`src/rtl/inst_issue_pkg.sv`:
```
// -----------------------------------------------------------------------------
// inst_issue_pkg
// Shared definitions for the dual-lane decode/issue stage: default field width
// and fetch timeout, instruction type codes, type classification helpers and
// the issue FSM state encoding.
// -----------------------------------------------------------------------------
package inst_issue_pkg;

  localparam int INS_PART_WID_DEFAULT  = 4;
  localparam int FETCH_TIMEOUT_DEFAULT = 4;

  typedef logic [INS_PART_WID_DEFAULT-1:0] part_t;

  localparam part_t TYPE_NOP   = part_t'(0);
  localparam part_t TYPE_ADD   = part_t'(1);
  localparam part_t TYPE_SUB   = part_t'(2);
  localparam part_t TYPE_MUL   = part_t'(3);
  localparam part_t TYPE_LOAD  = part_t'(4);
  localparam part_t TYPE_STORE = part_t'(5);

  typedef enum logic [1:0] {
    ST_FETCH = 2'd0,
    ST_WAIT  = 2'd1,
    ST_ISSUE = 2'd2
  } state_t;

  function automatic logic is_legal(input part_t t);
    return t <= TYPE_STORE;
  endfunction

  // Writers set a busy bit on their dest.
  function automatic logic is_writer(input part_t t);
    return (t == TYPE_ADD) || (t == TYPE_SUB) || (t == TYPE_MUL) || (t == TYPE_LOAD);
  endfunction

  // Readers check their sources; STORE additionally reads dest.
  function automatic logic is_reader(input part_t t);
    return (t != TYPE_NOP) && is_legal(t);
  endfunction

endpackage

```
`src/rtl/inst_issue_unit_scoreboard.sv`:
```
// -----------------------------------------------------------------------------
// idu_scoreboard
// Register busy vector for the issue stage. Writers set the busy bit of their
// dest on the issue edge; writeback clears wb_dest; a set and clear on the
// same register in the same edge leaves it busy.
// Optional feature macro: IDU_WB_BYPASS_EN -- when defined, lookups see the
// busy vector with the current-cycle writeback already removed.
//
// Ports:
//   clk, rst       clock, async active-high reset
//   set_en[1:0]    per-lane set request, set_dest per lane
//   wb_valid       writeback strobe, wb_dest register to clear
//   rd_addr[5:0]   six read lookup addresses -> rd_busy[5:0]
//   dest_addr[1:0] two dest lookup addresses -> dest_busy[1:0]
// -----------------------------------------------------------------------------
module idu_scoreboard #(
  parameter int W = 4
) (
  input  logic                clk,
  input  logic                rst,
  input  logic [1:0]          set_en,
  input  logic [1:0][W-1:0]   set_dest,
  input  logic                wb_valid,
  input  logic [W-1:0]        wb_dest,
  input  logic [5:0][W-1:0]   rd_addr,
  output logic [5:0]          rd_busy,
  input  logic [1:0][W-1:0]   dest_addr,
  output logic [1:0]          dest_busy
);

  localparam int N = 1 << W;

  logic [N-1:0] busy_q;
  logic [N-1:0] set_vec;
  logic [N-1:0] clr_vec;
  logic [N-1:0] busy_chk;

  always_comb begin
    // NOTE: every combinational output gets a default first so no path leaves
    // it unassigned, which would otherwise infer a latch.
    set_vec = '0;
    clr_vec = '0;
    for (int i = 0; i < 2; i++) begin
      if (set_en[i]) set_vec[set_dest[i]] = 1'b1;
    end
    if (wb_valid) clr_vec[wb_dest] = 1'b1;
  end

  // Clear first, then OR in sets: a same-edge set wins.
  always_ff @(posedge clk or posedge rst) begin
    // NOTE: sequential state uses non-blocking assignments so every flop
    // samples pre-edge values regardless of block evaluation order.
    if (rst) busy_q <= '0;
    else     busy_q <= (busy_q & ~clr_vec) | set_vec;
  end

`ifdef IDU_WB_BYPASS_EN
  assign busy_chk = busy_q & ~clr_vec;
`else
  assign busy_chk = busy_q;
`endif

  always_comb begin
    for (int i = 0; i < 6; i++) rd_busy[i] = busy_chk[rd_addr[i]];
    for (int i = 0; i < 2; i++) dest_busy[i] = busy_chk[dest_addr[i]];
  end

endmodule

```
`src/rtl/inst_issue_unit.sv`:
```
// -----------------------------------------------------------------------------
// inst_issue_unit
// Dual-lane in-order decode/issue stage. Requests an instruction pair from the
// queue, captures each lane on its first valid, checks register hazards
// against a busy scoreboard plus intra-pair dependences, and issues lane 1
// then lane 2 in program order.
// Optional feature macro: IDU_WB_BYPASS_EN (writeback bypass into the issue
// check, implemented in idu_scoreboard).
//
// Ports:
//   clk, rst                          clock, async active-high reset
//   inst_N_fetch (out)                one-cycle fetch request per lane
//   inst_N_valid, inst_*_N (in)       queue response and fields
//   issue_ready_N (in)                execution port N can accept
//   iss_N_valid, iss_*_N (out)        issue pulse and held fields
//   wb_valid, wb_dest (in)            writeback clearing a busy bit
//   illegal_inst (out)                pulse when a captured type is undefined
// -----------------------------------------------------------------------------
module inst_issue_unit #(
  parameter int INS_PART_WID  = inst_issue_pkg::INS_PART_WID_DEFAULT,
  parameter int FETCH_TIMEOUT = inst_issue_pkg::FETCH_TIMEOUT_DEFAULT
) (
  input  logic                    clk,
  input  logic                    rst,
  output logic                    inst_1_fetch,
  output logic                    inst_2_fetch,
  input  logic                    inst_1_valid,
  input  logic                    inst_2_valid,
  input  logic [INS_PART_WID-1:0] inst_type_1,
  input  logic [INS_PART_WID-1:0] inst_dest_1,
  input  logic [INS_PART_WID-1:0] inst_src0_1,
  input  logic [INS_PART_WID-1:0] inst_src1_1,
  input  logic [INS_PART_WID-1:0] inst_type_2,
  input  logic [INS_PART_WID-1:0] inst_dest_2,
  input  logic [INS_PART_WID-1:0] inst_src0_2,
  input  logic [INS_PART_WID-1:0] inst_src1_2,
  input  logic                    issue_ready_1,
  input  logic                    issue_ready_2,
  output logic                    iss_1_valid,
  output logic [INS_PART_WID-1:0] iss_type_1,
  output logic [INS_PART_WID-1:0] iss_dest_1,
  output logic [INS_PART_WID-1:0] iss_src0_1,
  output logic [INS_PART_WID-1:0] iss_src1_1,
  output logic                    iss_2_valid,
  output logic [INS_PART_WID-1:0] iss_type_2,
  output logic [INS_PART_WID-1:0] iss_dest_2,
  output logic [INS_PART_WID-1:0] iss_src0_2,
  output logic [INS_PART_WID-1:0] iss_src1_2,
  input  logic                    wb_valid,
  input  logic [INS_PART_WID-1:0] wb_dest,
  output logic                    illegal_inst
);
  import inst_issue_pkg::*;

  localparam int CNT_W = $clog2(FETCH_TIMEOUT + 1);
  localparam int W     = INS_PART_WID;

  state_t           state_q, state_d;
  logic [CNT_W-1:0] cnt_q;
  logic [1:0]       full_q;
  logic [W-1:0]     s_type [2];
  logic [W-1:0]     s_dest [2];
  logic [W-1:0]     s_src0 [2];
  logic [W-1:0]     s_src1 [2];

  logic [1:0]       in_valid;
  logic [W-1:0]     in_type [2];
  logic [W-1:0]     in_dest [2];
  logic [W-1:0]     in_src0 [2];
  logic [W-1:0]     in_src1 [2];

  logic [1:0] cap, legal, full_now, nop, writer, reader, store, raw_ok, waw_ok;
  logic       go_1, go_2, pair_hazard, in_issue;
  logic [5:0] rd_busy;
  logic [1:0] dest_busy;
  logic       fetch_d, illegal_d;
  logic [1:0] iss_valid_d;

  assign in_valid   = {inst_2_valid, inst_1_valid};
  assign in_type[0] = inst_type_1;
  assign in_dest[0] = inst_dest_1;
  assign in_src0[0] = inst_src0_1;
  assign in_src1[0] = inst_src1_1;
  assign in_type[1] = inst_type_2;
  assign in_dest[1] = inst_dest_2;
  assign in_src0[1] = inst_src0_2;
  assign in_src1[1] = inst_src1_2;

  // Per-lane classification and scoreboard checks.
  always_comb begin
    for (int i = 0; i < 2; i++) begin
      cap[i]    = (state_q == ST_WAIT) && in_valid[i] && !full_q[i];
      legal[i]  = is_legal(in_type[i]);
      nop[i]    = (s_type[i] == TYPE_NOP);
      writer[i] = is_writer(s_type[i]);
      reader[i] = is_reader(s_type[i]);
      store[i]  = (s_type[i] == TYPE_STORE);
      raw_ok[i] = !reader[i] ||
                  !(rd_busy[3*i] || rd_busy[3*i+1] || (store[i] && rd_busy[3*i+2]));
      waw_ok[i] = !writer[i] || !dest_busy[i];
    end
  end

  assign full_now = full_q | cap;
  assign in_issue = (state_q == ST_ISSUE);

  // Lane 2 may not touch lane 1's dest when both issue on the same edge.
  assign pair_hazard = writer[0] && ((s_src0[1] == s_dest[0]) ||
                                     (s_src1[1] == s_dest[0]) ||
                                     (s_dest[1] == s_dest[0]));

  assign go_1 = in_issue && full_q[0] &&
                (nop[0] || (issue_ready_1 && raw_ok[0] && waw_ok[0]));
  assign go_2 = in_issue && full_q[1] && (!full_q[0] || go_1) &&
                (nop[1] || (issue_ready_2 && raw_ok[1] && waw_ok[1] &&
                            !(go_1 && pair_hazard)));

  idu_scoreboard #(.W(W)) u_scoreboard (
    .clk       (clk),
    .rst       (rst),
    .set_en    ({go_2 && writer[1], go_1 && writer[0]}),
    .set_dest  ({s_dest[1], s_dest[0]}),
    .wb_valid  (wb_valid),
    .wb_dest   (wb_dest),
    .rd_addr   ({s_dest[1], s_src1[1], s_src0[1], s_dest[0], s_src1[0], s_src0[0]}),
    .rd_busy   (rd_busy),
    .dest_addr ({s_dest[1], s_dest[0]}),
    .dest_busy (dest_busy)
  );

  // FSM: state register.
  always_ff @(posedge clk or posedge rst) begin
    if (rst) state_q <= ST_FETCH;
    else     state_q <= state_d;
  end

  // FSM: next state.
  always_comb begin
    state_d = state_q;
    unique case (state_q)
      ST_FETCH: state_d = ST_WAIT;
      ST_WAIT: begin
        if (&full_now)                          state_d = ST_ISSUE;
        else if (cnt_q == CNT_W'(FETCH_TIMEOUT)) state_d = (|full_now) ? ST_ISSUE : ST_FETCH;
      end
      ST_ISSUE: begin
        if (!(full_q[0] && !go_1) && !(full_q[1] && !go_2)) state_d = ST_FETCH;
      end
      default: state_d = ST_FETCH;
    endcase
  end

  // FSM: outputs (registered below so every output is 0 in reset).
  always_comb begin
    fetch_d     = (state_q == ST_FETCH);
    iss_valid_d = {go_2 && !nop[1], go_1 && !nop[0]};
    illegal_d   = |(cap & ~legal);
  end

  // Wait counter and slot occupancy. An empty slot counts as already issued.
  always_ff @(posedge clk or posedge rst) begin
    if (rst) begin
      cnt_q  <= '0;
      full_q <= '0;
    end else begin
      cnt_q <= (state_d == ST_WAIT) ? cnt_q + CNT_W'(1) : '0;
      unique case (state_q)
        ST_WAIT:  full_q <= full_now;
        ST_ISSUE: full_q <= full_q & ~{go_2, go_1};
        default:  full_q <= '0;
      endcase
    end
  end

  // NOTE: slot payload is only meaningful while its full bit is set, so it
  // carries no reset; full_q alone defines slot occupancy.
  always_ff @(posedge clk) begin
    for (int i = 0; i < 2; i++) begin
      if (cap[i]) begin
        s_type[i] <= legal[i] ? in_type[i] : TYPE_NOP;
        s_dest[i] <= in_dest[i];
        s_src0[i] <= in_src0[i];
        s_src1[i] <= in_src1[i];
      end
    end
  end

  always_ff @(posedge clk or posedge rst) begin
    if (rst) begin
      inst_1_fetch <= 1'b0;
      inst_2_fetch <= 1'b0;
      illegal_inst <= 1'b0;
      iss_1_valid  <= 1'b0;
      iss_2_valid  <= 1'b0;
      iss_type_1   <= '0;
      iss_dest_1   <= '0;
      iss_src0_1   <= '0;
      iss_src1_1   <= '0;
      iss_type_2   <= '0;
      iss_dest_2   <= '0;
      iss_src0_2   <= '0;
      iss_src1_2   <= '0;
    end else begin
      inst_1_fetch <= fetch_d;
      inst_2_fetch <= fetch_d;
      illegal_inst <= illegal_d;
      iss_1_valid  <= iss_valid_d[0];
      iss_2_valid  <= iss_valid_d[1];
      if (iss_valid_d[0]) begin
        iss_type_1 <= s_type[0];
        iss_dest_1 <= s_dest[0];
        iss_src0_1 <= s_src0[0];
        iss_src1_1 <= s_src1[0];
      end
      if (iss_valid_d[1]) begin
        iss_type_2 <= s_type[1];
        iss_dest_2 <= s_dest[1];
        iss_src0_2 <= s_src0[1];
        iss_src1_2 <= s_src1[1];
      end
    end
  end

endmodule

```
`config.mk`:
```
export PLATFORM = sky130hd
export DESIGN_NAME = inst_issue_unit
export DESIGN_NICKNAME = d
export VERILOG_FILES = /design/src/rtl/inst_issue_pkg.sv /design/src/rtl/inst_issue_unit_scoreboard.sv /design/src/rtl/inst_issue_unit.sv
export SDC_FILE = /design/constraint.sdc
export NUM_CORES = 1
export LEC_CHECK = 0
export ABC_AREA = 1
export CAP_MARGIN = 10
export CORE_MARGIN = 1
export CORE_UTILIZATION = 35
export DETAILED_ROUTE_END_ITERATION = 8
export PLACE_DENSITY = 0.57
export SLEW_MARGIN = 0
export SYNTH_ARGS = -nofsm -noshare
export SYNTH_HDL_FRONTEND = slang
export SYNTH_HIERARCHICAL = 1
export SYNTH_SLANG_ARGS = --single-unit
```
`constraint.sdc`:
```
create_clock -name clk -period 2.5 [get_ports clk]
set_input_delay 0.5 -clock clk [delete_from_list [all_inputs] [get_ports clk]]
set_output_delay 0.5 -clock clk [all_outputs]
set_load 0.02 [all_outputs]
```
==> results of run 1 <==
==> stage by stage <==
| step | setup WS [ps] | std cells | TNS [ps] | utilization | cell area (µm²) |
|---|---|---|---|---|---|
| after floorplan | 180 | 761 | 0 | - | 5570 |
| after global placement | 39.1 | 1091 | 0 | 0.457 | 7020 |
| after detailed placement | 15.3 | 1091 | 0 | 0.457 | 7020 |
| after CTS | 5.80 | 1108 | 0 | 0.477 | 7330 |
| after global routing | -207 | 1110 | -3570 | 0.488 | 7500 |
| final | -10.1 | 1110 | -10.1 | 0.488 | 7500 |
==> layer usage <==
layer	vias to the layer above	share of wire	GRT usage
met5	-	0	0
met4	0	0.023	0.0692
met3	29	0.061	0.0359
met2	184	0.47	0.341
met1	2441	0.45	0.281
li1	2682	-	-
==> cell families (layout without fill, tap and decap cells) <==
| kind of cell | count (synthesis) | after routing |
|---|---|---|
| other | 1 | 2 |
| buffers and inverters | 125 | 263 |
| flip-flops | 91 | 91 |
| adder cells (fa/ha/maj) | 6 | 6 |
| AND/OR/NAND/NOR | 482 | 482 |
| XOR/XNOR | 9 | 9 |
| AO/OA/AOI/OAI | 46 | 46 |
==> sequential cells by signal (all words and copies together) (netlist names) <==
name                   cells
iss_type_2                 4
iss_type_1                 4
u_scoreboard/busy_chk     16
state_q                    2
iss_2_valid                1
full_q                     2
s_src0                     8
s_src1                     8
iss_src0_1                 4
iss_dest_2                 4
cnt_q                      3
iss_src0_2                 4
iss_src1_1                 4
iss_dest_1                 4
iss_src1_2                 4
s_type                     8
s_dest                     8
illegal_inst               1
inst_2_fetch               1
iss_1_valid                1
==> synth_stat cells, drive strengths merged <==
master,instances,area share
ha,6,0.013
and3,2,0.0022
o311ai,1,0.0016
nor3,4,0.0072
xnor2,1,0.0016
clkbuf,2,0.0014
a21oi,8,0.0092
nand3,139,0.13
nand2,299,0.21
a22o,1,0.0016
clkinv,1,0.00067
dfrtp,59,0.27
edfxtp,32,0.17
conb,1,0.00067
o21bai,2,0.0034
inv,109,0.081
o2111ai,1,0.0016
xor2,8,0.013
buf,13,0.023
nor2,38,0.031
o21ai,32,0.029
a41oi,1,0.0016
==> how the worst max path moves through the flow <==
stage | endpoint | slack (ps) | depth (start not counted)
after floorplan | u_scoreboard/busy_chk[0] | 180 | 21
after global placement | u_scoreboard/busy_chk[15] | 40 | 21
after detailed placement | u_scoreboard/busy_chk[1] | 20 | 22
after CTS | u_scoreboard/busy_chk[15] | 6 | 21
after global routing | u_scoreboard/busy_chk[4] | -210 | 20
final | u_scoreboard/busy_chk[4] | -10 | 20
==> cell type report <==
type                            count  area [µm²]  share of cell area
Timing Repair Buffer              137        1420               0.189
Multi-Input combinational cell    545        2610               0.348
Clock inverter                      3        22.5             0.00300
Inverter                          110         477              0.0636
Sequential cell                    91        2440               0.325
Tap cell                          211         264              0.0352
Clock buffer                       13         270              0.0360
==> where the power goes <==
group          internal, µW  switching, µW
combinational          1110           1510
clock                   756            575
sequential             1930            281
total                  3800           2370
==> critical path, stage by stage, from the launching register on <==
cell	delay, ps
edfxtp_1	470
buf_12	190
clkinv_8	60
nand2_1	60
nand3_2	60
nand3_1	110
nand3_2	90
nand2_2	80
nand2_1	60
nand2_1	70
nand3_2	70
o2111ai_2	100
o21bai_4	190
nand2_2	80
nand2_4	50
a21oi_2	100
buf_4	140
inv_4	50
nor3_4	240
nand2_1	80
nand3_1	100
==> repair_timing <==
item | in CTS | in global routing
cloned | 0 | 1
gates resized for setup | 2 | 37
buffers inserted | 1 | 1
pin swaps | 0 | 8
endpoints found under the setup margin | 8 | 44
==> results.yml, run 1 <==
status:
  status: "finished, violations left"
  violations: "setup timing"
cts:
  cts_tree: "done"
  cts_hold_buf: 0
  clock_sinks: 91
  cts.clk_slew.worst_paths_ps: 70
  insertion_delay_ps: 350
  h-tree-depth: 3
  numCtsBuffers: 9
  root_buffer: "clkbuf_16"
  clk_path_buf_depth: 2
grt:
  grt_overflow: 0
  grt_pass1_wl_um: 26400
  grt_usage: 0.209
  grt_antenna_before_repair: 0
  grt_max_degree: 43
  grt_pass1_vias: 5149
routing:
  drtIter0Drc: 305
  drc_errors: 0
  via_count: 5336
  wl_um: 16100
  ant_nets: 0
  post_drt_wl_per_cell_um: 14.5
  dr.pass1.iters: 5
  via_per_inst: 4.81
layout:
  final_common_cell: "nand2_1"
  num-fill-cells: 1507
  antenna_cells: 0
  layout-drive-gt1-share: 0.159
  syn_to_final_growth_pct: 34.8
  layout_common_cells: "284 x nand2_1, 131 x nand3_1, 79 x clkdlybuf4s50_1, 78 x inv_1, 59 x dfrtp_1"
  final_net_count: 943
die:
  initial_core_util: 0.362
  die_h_um: 128
  die_area_um2: 16400
  rows: 45
  die_w_um: 128
  core_um2: 15400
  pin_count: 80
power:
  p_per_area_nw_per_um2: 822
  vdd_drop_max_uv: 457
  finalPower_uw: 6170
  p_leak_uw: 0.00384
logic_synthesis:
  synthXorXnorAreaFrac: 0.0142
  syn-mean-instance-area_um2: 7.32
  synth-seq-area-share: 0.438
  synth_cells: 760
  yosys_warnings: 6
  synth_seq_cells: 91
  syn-cell-area_um2: 5560
  synth-compound-area-share: 0.0477
  synth_top_family_by_area: "simple AND/OR/NAND/NOR gates"
  synth_adder_area_share: 0.0135
  synth_simple_gate_area_frac: 0.379
  muxShareOfSynthArea: 0
  ys_types: 35
timing:
  max_slew_margin: 0.570
  fin_crit_sh: 1.00
  fmax_mhz: 398
  rsz0062_at_grt: "true"
  hold_viol: 0
  maxSlewViolCount: 0
  tightest_slew_ps: 644
  fin_crit_ps: 2510
  whs_ps: 374
  setup_slack_ps: -10.1
  finClkSkew_ps: 9.16
  setup_violations: 1
setup_path:
  critPathCaptureType: "flop"
  worstSetupPathType: "reg -> reg"
  arrival_ps: 2790
  cp-startpoint: "s_dest[0][4]"
  rr_worst_depth: 20
  ff2ff_setup_slack_ps: -10
  critPathMaxFanout: 8
  r2r_end: "u_scoreboard/busy_chk[4]"
  r2r-start: "s_dest[0][4]"
  cp.required_ps: 2780
  startpoint_type: "flop"
run:
  drv_cap: 0
min_path:
  hold_path_class: "in -> async"
placed_design:
  gp_congestion: 0.867
  hpwl_um: 11900
  io_buffer_count: 79
(Power assumes the default switching activity.)
==> run 2, diff against run 1 <==
Settings changed: ABC_AREA 1 to not set, PLACE_DENSITY 0.57 to 0.58.
Clock period 2.5 ns to 2.7 ns, I/O delays scaled along.
==> run 2 against run 1 <==
  * The run still ends with setup timing left
  * Synthesized cell count shrank 50%
  * Combinational power fell by 15%
  * Register-to-register slack lost 640 ps
  * Clock skew is essentially flat
  * Die area is 8.1% lower
  * Critical endpoint is now u_scoreboard/busy_chk[14]
  * Largest cell class unchanged
==> results.yml, run 2 <==
status:
  status: "finished, violations left"
  violations: "setup timing"
cts:
  root_buffer: "clkbuf_16"
  clk_path_buf_depth: 2
  numCtsBuffers: 9
  insertion_delay_ps: 350
  clock_sinks: 91
  h-tree-depth: 3
  cts_tree: "done"
  cts.clk_slew.worst_paths_ps: 70
  cts_hold_buf: 0
timing:
  fin_crit_ps: 3350
  fin_crit_sh: 1.24
  finClkSkew_ps: 9.24
  max_slew_margin: 0.564
  setup_violations: 43
  rsz0062_at_grt: "true"
  fmax_mhz: 299
  hold_viol: 0
  setup_slack_ps: -649
  tightest_slew_ps: 654
  maxSlewViolCount: 0
routing:
  via_count: 4035
  dr.pass1.iters: 5
  via_per_inst: 5.51
  ant_nets: 0
  drtIter0Drc: 296
  post_drt_wl_per_cell_um: 18.9
  wl_um: 13800
  drc_errors: 0
die:
  core_um2: 14000
  rows: 43
  pin_count: 80
  die_w_um: 123
  die_area_um2: 15100
  initial_core_util: 0.364
  die_h_um: 123
layout:
  instances_no_fill: 732
  final_common_cell: "clkdlybuf4s50_1"
  syn_to_final_growth_pct: 42.9
  stdcell_area_um2: 7300
  layout_common_cells: "79 x clkdlybuf4s50_1, 64 x buf_4, 57 x dfrtp_1, 48 x nand2_1, 32 x edfxtp_1"
  largest_register_ffs: 16
  num-fill-cells: 1193
  final_net_count: 596
  antenna_cells: 0
  layout-drive-gt1-share: 0.303
grt:
  grt_usage: 0.191
  grt_overflow: 0
  grt_pass1_vias: 4028
  grt_pass1_wl_um: 21300
  grt_max_degree: 44
  grt_antenna_before_repair: 0
setup_path:
  critPathSlowestCell: "mux4_2"
  cp.required_ps: 2960
  worstSetupPathType: "reg -> reg"
  slowest_delay_ps: 530
  path_cells: "mux4_2 > mux2i_1 > mux2i_1 > a211oi_2 > o41ai_1 > nor3_1 > buf_4 > o21ai_4 > a211oi_4 > nor4bb_4 > buf_4 > nand3b_1 > o221ai_2"
  startpoint_type: "flop"
  ff2ff_setup_slack_ps: -650
  arrival_ps: 3600
  critPathCaptureType: "flop"
  critPathMaxFanout: 6
logic_synthesis:
  synth-seq-area-share: 0.477
  synth_seq_cells: 91
  muxShareOfSynthArea: 0.242
  synth-compound-area-share: 0.104
  ys_types: 59
  synth_adder_area_share: 0.0147
  synthTopCellsByCount: "59 x dfrtp_1, 52 x nand2_1, 32 x edfxtp_1, 32 x mux4_1, 24 x mux2i_1"
  syn-cell-area_um2: 5110
  yosysTopAreaCellShare: 0.289
  synthXorXnorAreaFrac: 0.0223
  yosysMostFrequentCell: "dfrtp_1"
  synth_cells: 380
  synth_simple_gate_area_frac: 0.121
  synth.area.top_cells: "dfrtp_1 29%, edfxtp_1 19%, mux4_1 16%"
  synthArstFlopShare: 0.648
  synth_largest_area_cell: "dfrtp_1"
  ys.flop_type: "dfrtp_1"
  synth-edff-count: 32
  synth_top_family_by_area: "multiplexers"
  syn-mean-instance-area_um2: 13.4
  yosys_warnings: 6
placed_design:
  hpwl_um: 10100
  post-place-ws_ps: -551
  place_inst: 705
  io_buffer_count: 79
  gp_congestion: 0.913
  placed_area_um2: 6690
power:
  vdd_drop_max_uv: 321
  finalPower_uw: 5650
  p_leak_uw: 0.00315
  p_per_area_nw_per_um2: 775
run:
  drv_cap: 0
min_path:
  hold_path_class: "reg -> reg"
==> run 2: cell count changes in the layout (fill, tap and decap cells not counted), moves of 9 or more <==
cell | previous run | this run
nand2_1 | 284 | 48
nand3_1 | 131 | 4
inv_1 | 78 | 14
buf_4 | 36 | 64
nor2_1 | 32 | 7
mux2i_1 | 0 | 24
mux4_1 | 0 | 21
inv_2 | 20 | 1
o21ai_1 | 18 | 0
o221ai_2 | 0 | 15
mux4_2 | 0 | 11
mux2_4 | 0 | 9
==> run 2: critical path: cells and delay by family (launching register included) <==
family	cells	cell delay, ps
muxes	3	800
DFF	1	520
AOI/OAI and AO/OA	5	880
and+or+nand+nor	3	720
buffers and inverters	2	350
==> run 2: path summary, 6_finish.rpt <==
check	startpoint	end	cells past startpoint
max	s_dest[0][4]	u_scoreboard/busy_chk[14]	13
min	iss_src1_1[0]	iss_src1_1[0]	2
max reg2reg	s_dest[0][4]	u_scoreboard/busy_chk[14]	13
min reg2reg	iss_src1_1[0]	iss_src1_1[0]	2
max in group asynchronous	rst	full_q[1]	3
min in group asynchronous	rst	u_scoreboard/busy_chk[0]	2
==> run 2: repair_timing <==
item | CTS | global route
resized for setup | 24 | 35
pin swaps | 10 | 9
gates cloned | 0 | 1
setup endpoints to repair | 50 | 56
setup buffers | 1 | 10
==> run 2: layout make-up <==
cell class,instances,area [µm²],share of cell area
clock inverter,4,31.3,0.00429
tap,180,225,0.0309
clock buffer,12,268,0.0367
timing repair buffer,160,1510,0.207
inverter,16,62.6,0.00857
sequential,91,2440,0.334
multi-input combinational,269,2760,0.379
==> run 2: layer usage <==
metal	global-route usage	part of all wire	vias up
li1	-	-	1842
met1	0.246	0.43	2007
met2	0.311	0.49	158
met3	0.0390	0.054	28
met4	0.0800	0.022	0
met5	0	0	-
==> run 2: per-stage QoR <==
step            util  hold WS [ps]  setup TNS [ps]
2_1_floorplan      -           438          -11380
3_3_place_gp   0.476           454          -11390
3_5_place_dp   0.476           466          -13320
4_1_cts        0.507           483          -13270
5_1_grt        0.520           498          -24000
6_report       0.520           475          -13520
==> run 2: report_power, final <==
part / internal [µW] / switching (µW)
Clock: 709 / 545
Sequential: 1850 / 332
Combinational: 1140 / 1070
Total: 3700 / 1950
==> run 2: kinds of logic (layout without fill, tap and decap cells) <==
family,after synthesis,in the layout
AO/OA/AOI/OAI,69,69
XOR/XNOR,13,13
adder cells (fa/ha/maj),6,6
buffers and inverters,21,192
flip-flops,91,91
multiplexers,68,68
other,1,2
AND/OR/NAND/NOR,111,111
==> run 3, diff against run 2 <==
Clock period 2.7 ns to 3.3 ns, I/O delays scaled along.
==> run 3 against run 2 <==
  * The run still ends with setup timing left
  * Fmax hardly changed
  * Design area is 6.1% lower
  * Via count is 5.0% lower
  * Non-clock buffer count is 42 lower
  * Sequential power is 17% lower
  * Critical path type unchanged
==> results.yml, run 3 (synthesis gave the netlist of run 2 again) <==
timing:
  fmax_mhz: 298
  finClkSkew_ps: 6.92
  maxSlewViolCount: 0
  whs_ps: 477
  setup_violations: 12
  tightest_slew_ps: 663
  setup_slack_ps: -52.0
  hold_viol: 0
  fin_crit_ps: 3350
  setup_tns_ps: -303
  fin_crit_sh: 1.02
  max_slew_margin: 0.554
  rsz0062_at_grt: "true"
setup_path:
  worstSetupPathType: "reg -> reg"
  crit_family: "compound AO/OA/AOI/OAI gates"
  cp.required_ps: 3560
  critPathMaxFanout: 6
  startpoint_type: "flop"
  arrival_ps: 3610
  critPathSlowestCell: "mux4_2"
  path_cells: "mux4_2 > mux2i_1 > mux2i_1 > a211oi_1 > o41ai_1 > nor3_1 > buf_4 > o21ai_4 > a211oi_4 > nor4bb_4 > buf_4 > nand3b_1 > o221ai_1"
  cp_num_buf_inv: 2
  critPathCaptureType: "flop"
  slowest_delay_ps: 550
die:
  die_w_um: 123
  die_h_um: 123
  die_area_um2: 15100
  initial_core_util: 0.364
  core_um2: 14000
  pin_count: 80
  rows: 43
power:
  p_leak_uw: 0.00295
  vdd_drop_max_uv: 253
  p_per_area_nw_per_um2: 669
routing:
  post_drt_wl_per_cell_um: 18.7
  via_count: 3833
  via_per_inst: 5.56
  dr.pass1.iters: 5
  drc_errors: 0
  ant_nets: 0
  wl_um: 12900
  drtIter0Drc: 224
run:
  drv_cap: 0
cts:
  clk_path_buf_depth: 2
  h-tree-depth: 3
  cts_tree: "done"
  insertion_delay_ps: 350
  cts.clk_slew.worst_paths_ps: 70
  numCtsBuffers: 9
  root_buffer: "clkbuf_16"
  clock_sinks: 91
placed_design:
  hpwl_um: 9360
  io_buffer_count: 79
  gp_congestion: 1.03
layout:
  layout_common_cells: "79 x clkdlybuf4s50_1, 59 x dfrtp_1, 52 x nand2_1, 36 x buf_4, 32 x edfxtp_1"
  largest_register_ffs: 16
  syn_to_final_growth_pct: 34.1
  final_common_cell: "clkdlybuf4s50_1"
  final_net_count: 554
  antenna_cells: 0
  num-fill-cells: 1242
  layout-drive-gt1-share: 0.194
grt:
  grt_pass1_vias: 3792
  grt_overflow: 0
  grt_usage: 0.179
  grt_pass1_wl_um: 20200
  grt_antenna_before_repair: 0
  grt_max_degree: 44
min_path:
  hold_path_class: "reg -> reg"
status:
  violations: "setup timing"
  status: "finished, violations left"
-- run 3: layer usage --
layer	wire length, µm	track usage	up-vias
met2	6270	0.290	127
met3	681	0.0423	32
met4	366	0.0724	0
met5	0	0	-
li1	-	-	1772
met1	5600	0.231	1902
-- run 3: metrics by stage --
step | std cells | setup slack (ps) | power [µW] | area (µm²) | util
after CTS | 689 | 3.71 | 4610 | 6760 | 0.481
after floorplan | 381 | -17.4 | 2660 | 5120 | -
after detailed placement | 670 | -21.9 | 3410 | 6390 | 0.455
after global placement | 670 | 36.3 | 3380 | 6390 | 0.455
final | 690 | -52.0 | 4580 | 6850 | 0.488
after global routing | 690 | -191 | 4820 | 6850 | 0.488
-- run 3: what timing repair did --
item | 4_1_cts | 5_1_grt
endpoints found under the setup margin | 6 | 16
resized for setup | 1 | 13
pin swaps | 0 | 10
buffers inserted | 3 | 1
gates cloned | 0 | 0
hold buffers | 0 | 0
-- run 3: path summary, 6_finish.rpt --
| check | depth (start not counted) | start | slack, ps | to |
|---|---|---|---|---|
| min reg2reg | 2 | iss_src1_1[0] | 480 | iss_src1_1[0] |
| max reg2reg | 13 | s_dest[0][4] | -50 | u_scoreboard/busy_chk[1] |
| min in group asynchronous | 2 | rst | 720 | u_scoreboard/busy_chk[3] |
| max | 13 | s_dest[0][4] | -50 | u_scoreboard/busy_chk[1] |
| max in group asynchronous | 3 | rst | 2070 | iss_type_2[1] |
| min | 2 | iss_src1_1[0] | 480 | iss_src1_1[0] |
-- run 3: area by class of cell --
class	instances	area, µm²	area share
clock buffer	9	225	0.0329
clock inverter	7	116	0.0170
inverter	16	60.1	0.00877
multi-input combinational	269	2670	0.390
sequential	91	2440	0.356
tap	180	225	0.0329
timing repair buffer	118	1110	0.162
-- run 3: worst register-to-register path: stages (launching register included) --
cell	delay (ps)
edfxtp_1	500
mux4_2	550
mux2i_1	140
mux2i_1	120
a211oi_1	260
o41ai_1	90
nor3_1	180
buf_4	150
o21ai_4	60
a211oi_4	230
nor4bb_4	320
buf_4	200
nand3b_1	210
o221ai_1	260
-- run 3: report_power, final --
group          leakage [µW]  switching (µW)  internal [µW]  total [µW]
clock              0.000155             433            737        1170
sequential          0.00109             305           1520        1820
combinational       0.00171             771            819        1590
